### src/rtl/gain_pkg.sv
// Shared types and helpers for the gain ramp stage.
package gain_pkg;

   // Working width for saturation; wide enough for any DATA_W+GAIN_W product.
   localparam int SAT_W = 64;

   typedef enum logic [1:0] {
      SETTLED,
      RAMP_UP,
      RAMP_DOWN
   } ramp_state_t;

   typedef struct packed {
      logic signed [SAT_W-1:0] value;
      logic                    clip;
   } sat_res_t;

   // Unity gain for a given number of fractional bits.
   function automatic int unity(input int frac_w);
      return 1 << frac_w;
   endfunction

   // Clamp a wide signed value into a data_w-bit signed range, flagging clips.
   function automatic sat_res_t sat_trunc(input logic signed [SAT_W-1:0] r,
                                          input int data_w);
      logic signed [SAT_W-1:0] hi;
      logic signed [SAT_W-1:0] lo;
      sat_res_t                res;
      hi = $signed((SAT_W'(1) << (data_w - 1)) - SAT_W'(1));
      lo = ~hi;
      res.value = r;
      res.clip  = 1'b0;
      if (r > hi) begin
         res.value = hi;
         res.clip  = 1'b1;
      end else if (r < lo) begin
         res.value = lo;
         res.clip  = 1'b1;
      end
      return res;
   endfunction

endpackage

### src/rtl/gain_ramp_sat_mul.sv
// Two-stage valid-pipelined multiply, floor shift and saturate.
module gain_sat_mul
   import gain_pkg::*;
#(
   parameter int DATA_W = 16,
   parameter int GAIN_W = 16,
   parameter int FRAC_W = 12
) (
   input  logic                     clk,
   input  logic                     rst_n,
   input  logic                     valid_i,
   input  logic signed [DATA_W-1:0] sample_i,
   input  logic signed [GAIN_W-1:0] gain_i,
   output logic                     valid_o,
   output logic signed [DATA_W-1:0] sample_o,
   output logic                     sat_o
);

   localparam int P_W = DATA_W + GAIN_W;

   logic                     s1_valid_q;
   logic signed [DATA_W-1:0] s1_sample_q;
   logic signed [GAIN_W-1:0] s1_gain_q;
   logic signed [P_W-1:0]    prod;
   logic signed [P_W-1:0]    shifted;
   sat_res_t                 res;

   // Stage 1: capture sample with the gain in force when it was accepted.
   always_ff @(posedge clk or negedge rst_n) begin
      if (!rst_n) begin
         s1_valid_q  <= 1'b0;
         s1_sample_q <= '0;
         s1_gain_q   <= '0;
      end else begin
         s1_valid_q <= valid_i;
         if (valid_i) begin
            s1_sample_q <= sample_i;
            s1_gain_q   <= gain_i;
         end
      end
   end

   // Full-width signed product, arithmetic shift (floor), then clamp.
   always_comb begin
      prod    = $signed({{GAIN_W{s1_sample_q[DATA_W-1]}}, s1_sample_q})
              * $signed({{DATA_W{s1_gain_q[GAIN_W-1]}}, s1_gain_q});
      shifted = prod >>> FRAC_W;
      res     = sat_trunc(SAT_W'(shifted), DATA_W);
   end

   // Stage 2: register scaled result and clip flag.
   always_ff @(posedge clk or negedge rst_n) begin
      if (!rst_n) begin
         valid_o  <= 1'b0;
         sample_o <= '0;
         sat_o    <= 1'b0;
      end else begin
         valid_o <= s1_valid_q;
         if (s1_valid_q) begin
            sample_o <= res.value[DATA_W-1:0];
            sat_o    <= res.clip;
         end
      end
   end

endmodule

### src/rtl/gain_ramp.sv
// Gain stage with zipper-free coefficient ramp and ramped mute.
//
// state     | meaning
// SETTLED   | cur_gain last reached the effective target
// RAMP_UP   | cur_gain stepping up toward the effective target
// RAMP_DOWN | cur_gain stepping down toward the effective target
module gain_ramp
   import gain_pkg::*;
#(
   parameter int DATA_W = 16,
   parameter int GAIN_W = 16,
   parameter int FRAC_W = 12,
   parameter int STEP   = 256
) (
   input  logic                     clk,
   input  logic                     rst_n,
   input  logic                     in_valid_i,
   input  logic signed [DATA_W-1:0] in_sample_i,
   input  logic                     gain_we_i,
   input  logic signed [GAIN_W-1:0] gain_target_i,
   input  logic                     mute_i,
   output logic                     out_valid_o,
   output logic signed [DATA_W-1:0] out_sample_o,
   output logic signed [GAIN_W-1:0] cur_gain_o,
   output logic                     settled_o,
   output logic                     sat_o
);

   localparam logic signed [GAIN_W-1:0] UNITY_G = GAIN_W'(unity(FRAC_W));
   localparam logic signed [GAIN_W-1:0] STEP_G  = GAIN_W'(STEP);
   localparam logic signed [GAIN_W:0]   STEP_X  = (GAIN_W+1)'(STEP);

   logic signed [GAIN_W-1:0] target_q, target_d;
   logic signed [GAIN_W-1:0] cur_q, cur_d;
   logic signed [GAIN_W-1:0] eff;
   logic signed [GAIN_W-1:0] cur_up, cur_dn;
   logic signed [GAIN_W:0]   diff, diff_neg;
   ramp_state_t              state_q, state_d;
   ramp_state_t              st_up, st_dn;

   // Effective target and candidate up/down steps; one extra bit avoids wrap.
   always_comb begin
      eff      = mute_i ? '0 : target_q;
      diff     = {eff[GAIN_W-1], eff} - {cur_q[GAIN_W-1], cur_q};
      diff_neg = -diff;
      cur_up   = (diff <= STEP_X) ? eff : cur_q + STEP_G;
      st_up    = (diff <= STEP_X) ? SETTLED : RAMP_UP;
      cur_dn   = (diff_neg <= STEP_X) ? eff : cur_q - STEP_G;
      st_dn    = (diff_neg <= STEP_X) ? SETTLED : RAMP_DOWN;
   end

   // Ramp FSM next state; moves only on accepted samples so direction can flip.
   always_comb begin
      target_d = gain_we_i ? gain_target_i : target_q;
      state_d  = state_q;
      cur_d    = cur_q;
      if (in_valid_i) begin
         unique case (state_q)
            SETTLED: begin
               if (diff > 0) begin
                  cur_d = cur_up; state_d = st_up;
               end else if (diff < 0) begin
                  cur_d = cur_dn; state_d = st_dn;
               end
            end
            RAMP_UP: begin
               if (diff < 0) begin
                  cur_d = cur_dn; state_d = st_dn;
               end else if (diff > 0) begin
                  cur_d = cur_up; state_d = st_up;
               end else begin
                  state_d = SETTLED;
               end
            end
            RAMP_DOWN: begin
               if (diff > 0) begin
                  cur_d = cur_up; state_d = st_up;
               end else if (diff < 0) begin
                  cur_d = cur_dn; state_d = st_dn;
               end else begin
                  state_d = SETTLED;
               end
            end
            default: state_d = SETTLED;
         endcase
      end
   end

   // Target, current gain and ramp state registers.
   always_ff @(posedge clk or negedge rst_n) begin
      if (!rst_n) begin
         target_q <= UNITY_G;
         cur_q    <= UNITY_G;
         state_q  <= SETTLED;
      end else begin
         target_q <= target_d;
         cur_q    <= cur_d;
         state_q  <= state_d;
      end
   end

   assign cur_gain_o = cur_q;
   assign settled_o  = (cur_q == eff);

   gain_sat_mul #(
      .DATA_W (DATA_W),
      .GAIN_W (GAIN_W),
      .FRAC_W (FRAC_W)
   ) u_mul (
      .clk      (clk),
      .rst_n    (rst_n),
      .valid_i  (in_valid_i),
      .sample_i (in_sample_i),
      .gain_i   (cur_q),
      .valid_o  (out_valid_o),
      .sample_o (out_sample_o),
      .sat_o    (sat_o)
   );

endmodule

### config.mk
export PLATFORM = sky130hd
export DESIGN_NAME = gain_ramp
export DESIGN_NICKNAME = d
export VERILOG_FILES = /design/src/rtl/gain_pkg.sv /design/src/rtl/gain_ramp_sat_mul.sv /design/src/rtl/gain_ramp.sv
export SDC_FILE = /design/constraint.sdc
export NUM_CORES = 1
export LEC_CHECK = 0
export BUFFER_PORTS_ARGS = -buffer_cell sky130_fd_sc_hd__buf_4
export CORE_MARGIN = 5
export CORE_UTILIZATION = 63
export DETAILED_ROUTE_END_ITERATION = 8
export PLACE_DENSITY_LB_ADDON = 0.05
export SKIP_CTS_REPAIR_TIMING = 1
export SYNTH_ARGS = -nofsm -noshare
export SYNTH_HDL_FRONTEND = slang
export SYNTH_HIERARCHICAL = 1
export SYNTH_SLANG_ARGS = --single-unit
### constraint.sdc
create_clock -name clk -period 11.5 [get_ports clk]
set_input_delay 2.3 -clock clk [delete_from_list [all_inputs] [get_ports clk]]
set_output_delay 2.3 -clock clk [all_outputs]
set_load 0.005 [all_outputs]
Yosys cells after proc, flatten, opt, wreduce, memory -nomap -nowiden --
Index checks and enable logic that the tools add are counted.
Storage, ports and cells: bits in registers 85, bits of input ports 37, output and inout bits 35, word-level logic and storage cells 50
Cells by class: add/sub/neg operators 4, multiply operators 1, $lt $le $gt $ge 6, equal/unequal tests 6, mux-type cells 19, reduce and logical (&&, ||, !) cells 5
Operator list (count):
- $mux 16 | 7
- $le 17x10->1 const B | 2
- $mux 17 | 2
- $mul 16x16->32 | 1
- $pmux 16 s2 | 1
- $gt 20x16->1 const B | 1
- $lt 20x16->1 const B | 1
- $gt 17x1->1 const B | 1
- $lt 17x1->1 const B | 1
- $neg 17->17 | 1
- $sub 16x16->17 | 1
- $add 16x10->16 const B | 1
- $eq 16x16->1 | 1
- $sub 16x10->16 const B | 1
- $mux 2 | 6
- $ne 3x3->1 const B | 2
- $pmux 2 s3 | 1
- $reduce_and 4->1 | 1
- $ne 3x1->1 const B | 1
- $eq 2x1->1 const B | 1
- $eq 2x2->1 const B | 1
- $logic_not 2->1 | 1
- $mux 1 | 2
- $reduce_and 2->1 | 1
- other kinds (2) | 2

Longest topological paths before layout --
word-level depth 8, mapped depth 25, depth with buffers taken out 22

Modules after synthesis --
The synthesis kept the hierarchy.
Modules (own cells, without submodules):
- gain_sat_mul | instances 1, cells each 1254, area each 11996.5 um^2, sequential area each 1276.2 um^2
- gain_ramp | instances 1, cells each 331, area each 3030.4 um^2, sequential area each 853.3 um^2

Worst setup path before layout --
No wires, ideal clock.
path kind flip-flop to flip-flop, start register u_mul.s1_sample_q[15], end register u_mul.sample_o[11], setup time 0.082 ns, data arrival time 6.506 ns, data required time 11.418 ns, path slack 4.911 ns, cell stages (with the launch flop) 23, path buffers 3, clock period less this slack 6.589 ns, cell sequence dfrtp_1 -> clkbuf_1 -> clkbuf_1 -> nand2_1 -> inv_1 -> fa_1 -> fa_1 -> inv_1 -> fa_1 -> fa_1 -> fa_1 -> fa_1 -> inv_1 -> ha_1 -> nand2_1 -> o21ai_2 -> nor3_1 -> a2111oi_0 -> o311ai_2 -> nor3_1 -> a31oi_4 -> buf_6 -> o22ai_1
Between the ends: cells in the longest elaborated chain, start to end 4, elaborated cells between the ends (all ways) 5, those cells by class mul (1); order compare (2); mux (2)
Ends and longest elaborated chain:
- start: declaration | RTL line gain_ramp_sat_mul.sv:22 | logic signed [DATA_W-1:0] s1_sample_q;
- start signal: assignment | RTL line gain_ramp_sat_mul.sv:37 | s1_sample_q <= sample_i;
- $mul 16x16->32 * | RTL line gain_ramp_sat_mul.sv:46 | * $signed({{DATA_W{s1_gain_q[GAIN_W-1]}}, s1_gain_q});
- $lt 20x16->1 | RTL line gain_pkg.sv:36 | end else if (r < lo) begin
- $mux 17 | RTL line gain_pkg.sv:36
- $mux 17 * | RTL line gain_pkg.sv:33 | if (r > hi) begin
- end signal: assignment | RTL line gain_ramp_sat_mul.sv:60 | sample_o <= res.value[DATA_W-1:0];
- end: declaration | RTL line gain_ramp_sat_mul.sv:15 | output logic signed [DATA_W-1:0] sample_o,
Every way passes the cells marked *; elsewhere a longest branch is shown, timed or not. A chain may end at the register's enable or synchronous reset.

Worst setup path after layout --
start register u_mul.s1_gain_q[9], end register u_mul.sample_o[8]
Between the ends: cells in the longest elaborated chain, start to end 4, elaborated cells between the ends (all ways) 5, those cells by class mul (1); order compare (2); mux (2)
Ends and longest elaborated chain:
- start: declaration | RTL line gain_ramp_sat_mul.sv:23 | logic signed [GAIN_W-1:0] s1_gain_q;
- start signal: assignment | RTL line gain_ramp_sat_mul.sv:38 | s1_gain_q <= gain_i;
- $mul 16x16->32 * | RTL line gain_ramp_sat_mul.sv:46
- $lt 20x16->1 | RTL line gain_pkg.sv:36
- $mux 17 | RTL line gain_pkg.sv:36
- $mux 17 * | RTL line gain_pkg.sv:33
Marks and branches as above.

==> summary.txt <==
Floorplanning
  • Die W: 164 um
  • Core ar.: 23500 sq um
  • Height of the die: 164 um
  • Die area: 27000 sq um
  • I/O pins: 72
  • Rows: 56
  • Initial core utilization: 64.0%

Layout
  • Post-route design area: 16000 sq um
  • Commonest non-fill, non-tap cells in the layout: inv_1 (334), fa_1 (262), nand2_1 (157)
  • Post-route insts no fill: 1932
  • Share of cells above drive strength 1: 12.0%
  • Fill cell count: 1909
  • Reg area: 2130 sq um
  • Most common cell after layout, fill and taps aside: inv_1
  • Area grow syn2layout: 6.22%
  • Final #Nets: 2005
  • Multi-input gate area: 11300 sq um

Critical path
  • FF-to-FF Start: u_mul/s1_gain_q[9]
  • Critical Path End Type: register
  • Kind of critical path: register to register
  • WP data arrival: 7.87 ns
  • Critical Path Source: u_mul/s1_gain_q[9]
  • Setup crit start kind: register
  • Crit-path max FO: 17
  • CP required: 11.68 ns

Detailed routing
  • Avg WL per Cell: 18.7 um
  • Post-DRT Antenna Nets: 0
  • Initial drt markers: 926
  • Vias per cell: 5.75
  • Routed vias: 11101
  • Post-Route WL: 36.1 mm
  • DRC Markers: 0
  • DRT Pass-1 Iters: 5

Logic synthesis
  • FFs w/ async S/R, synth: 100%
  • Syn Inst Count: 1585
  • Area contributors post-synth: fa_1 (35%), dfrtp_1 (14%), inv_1 (8.3%)
  • Synthesized area: 15000 sq um
  • Yosys reg bits: 85
  • EDFF count, synth: 0
  • Synth Net Count: 1983
  • Leading area contributor after synthesis: fa_1
  • Ys Warns: 6
  • Sequential share of the synthesized area: 14.2%
  • Cell variety after synth: 97
  • Top-area cell type share of the netlist area: 34.9%
  • Mean Syn Cell Area: 9.48 sq um
  • Top_reg_cell synth: dfrtp_1

GRT
  • Largest net degree at the start of global routing: 47
  • GR Overflow Total: 0
  • Initial antenna violation count: 1
  • First-pass GRT wire length: 61.5 mm
  • Tot GR Track Use: 28.9%
  • Vias in the first global route: 11739

Timing
  • RSZ-0062 raised after global routing: no
  • Setup-failing EPs final: 0
  • Worst Tran Pin Value: 1.09 ns
  • Slew Viols, Final: 0
  • Hold Fails Final Rpt: 0
  • Final Critical Period: 7.69 ns
  • F_max: 130 MHz
  • Setup Skew: 0.00784 ns
  • Fin crit share: 66.9%
  • Sum Neg Setup Slack: 0 ns
  • Slew headroom: 26.6%

Clocking
  • Sink Count: 85
  • Clk slew on worst S/H paths: 0.07 ns
  • TritonCTS buffer count: 9
  • Root Driver: clkbuf_16
  • Max H-tree Level: 3
  • Worst skew pair latency: 0.34 ns
  • Clock Tree Buf Depth: 2
  • CTS tree: yes

Worst hold path
  • Min-Delay Path Class: register to register
  • Critical hold path startpoint: target_q[13]

Outcome
  • Status: finished clean

Job
  • Max Cap Viol: 0

Placed design
  • Cell Area, Placed: 15700 sq um
  • Placed Cells: 1915
  • DP Wirelength: 29.1 mm
  • Final GP Congestion: 0.890
  • IO Port Bufs: 71
-- path summary, 6_finish.rpt --
check | to | slack (ns) | cells after the start
min reg2reg | target_q[13] | 0.50 | 1
max in group asynchronous | u_mul/s1_gain_q[13] | 8.57 | 2
min in group asynchronous | cur_gain_o[13] | 1.95 | 1
min | target_q[13] | 0.50 | 1
max reg2reg | u_mul/sample_o[8] | 3.81 | 21
max | u_mul/sample_o[8] | 3.81 | 21
-- state kept, by name, summed over array words and instances, names as in the netlist --
name / count
state_q: 2
u_mul/s1_sample_q: 16
cur_gain_o: 16
u_mul/s1_valid_q: 1
u_mul/s1_gain_q: 16
u_mul/sat_o: 1
u_mul/valid_o: 1
u_mul/sample_o: 16
target_q: 16
-- logic make-up after synthesis --
logic type               after synthesis  share of synthesized area, %
multiplexers                          58                          4.46
AND/OR/NAND/NOR                      451                          15.5
buffers and inverters                397                          10.5
adder cells (fa/ha/maj)              361                          43.1
AO/OA/AOI/OAI                        205                          10.4
flip-flops                            85                          14.2
XOR/XNOR                              28                          1.85
-- cell type report --
class | instances | share of cell area, %
Multi-Input combinational cell | 1103 | 70.9
Sequential cell | 85 | 13.3
Timing Repair Buffer | 74 | 3.48
Inverter | 334 | 7.85
Clock inverter | 6 | 0.439
Tap cell | 319 | 2.50
Clock buffer | 10 | 1.43
Antenna cell | 1 | 0.0157
-- metal layers --
metal	vias up	part of all wire (%)	wire length (um)	track usage [%]
li1	5063	-	-	-
met1	5623	45	16200	43.2
met2	374	46	16600	44.6
met3	41	7.5	2690	5.07
met4	0	2.0	715	6.88
met5	-	0	0	0
-- synthesized netlist by cell type (all sizes together), types with 15 or more instances --
cell    instances
a21oi          39
and2          119
buf            15
clkbuf         46
dfrtp          83
fa            262
ha             99
inv           334
mux2           54
nand2         157
nand3          26
nor2           47
nor2b          20
nor3           21
o21ai          43
o22ai          17
xnor2          22
-- per-stage QoR --
| stage | utilization, % | hold slack [ns] | setup slack, ns |
|---|---|---|---|
| finish | 68.0 | 0.500 | 3.81 |
| global route | 68.0 | 0.518 | 3.33 |
| CTS | 68.0 | 0.504 | 3.89 |
| detailed placement | 66.7 | 0.490 | 3.95 |
| global placement | 66.7 | 0.483 | 4.07 |
| floorplan | - | 0.374 | 4.91 |
-- critical path: stages, from the launching register on --
cell,delay (ns)
dfrtp_1,0.87
nand2_1,0.17
fa_1,0.58
inv_1,0.06
fa_1,0.50
inv_1,0.05
fa_1,0.49
inv_1,0.08
fa_1,0.52
fa_1,0.55
inv_1,0.06
fa_1,0.55
inv_1,0.05
ha_1,0.38
nand4_1,0.17
nor4_2,0.32
a22oi_2,0.18
a211o_1,0.40
a31oi_4,0.25
xor2_4,0.13
o31ai_2,0.91
o22ai_1,0.24
Power is left out: the tool's default activity adds up to more than one toggle a clock period on the data nets, which glitch-free logic cannot reach.
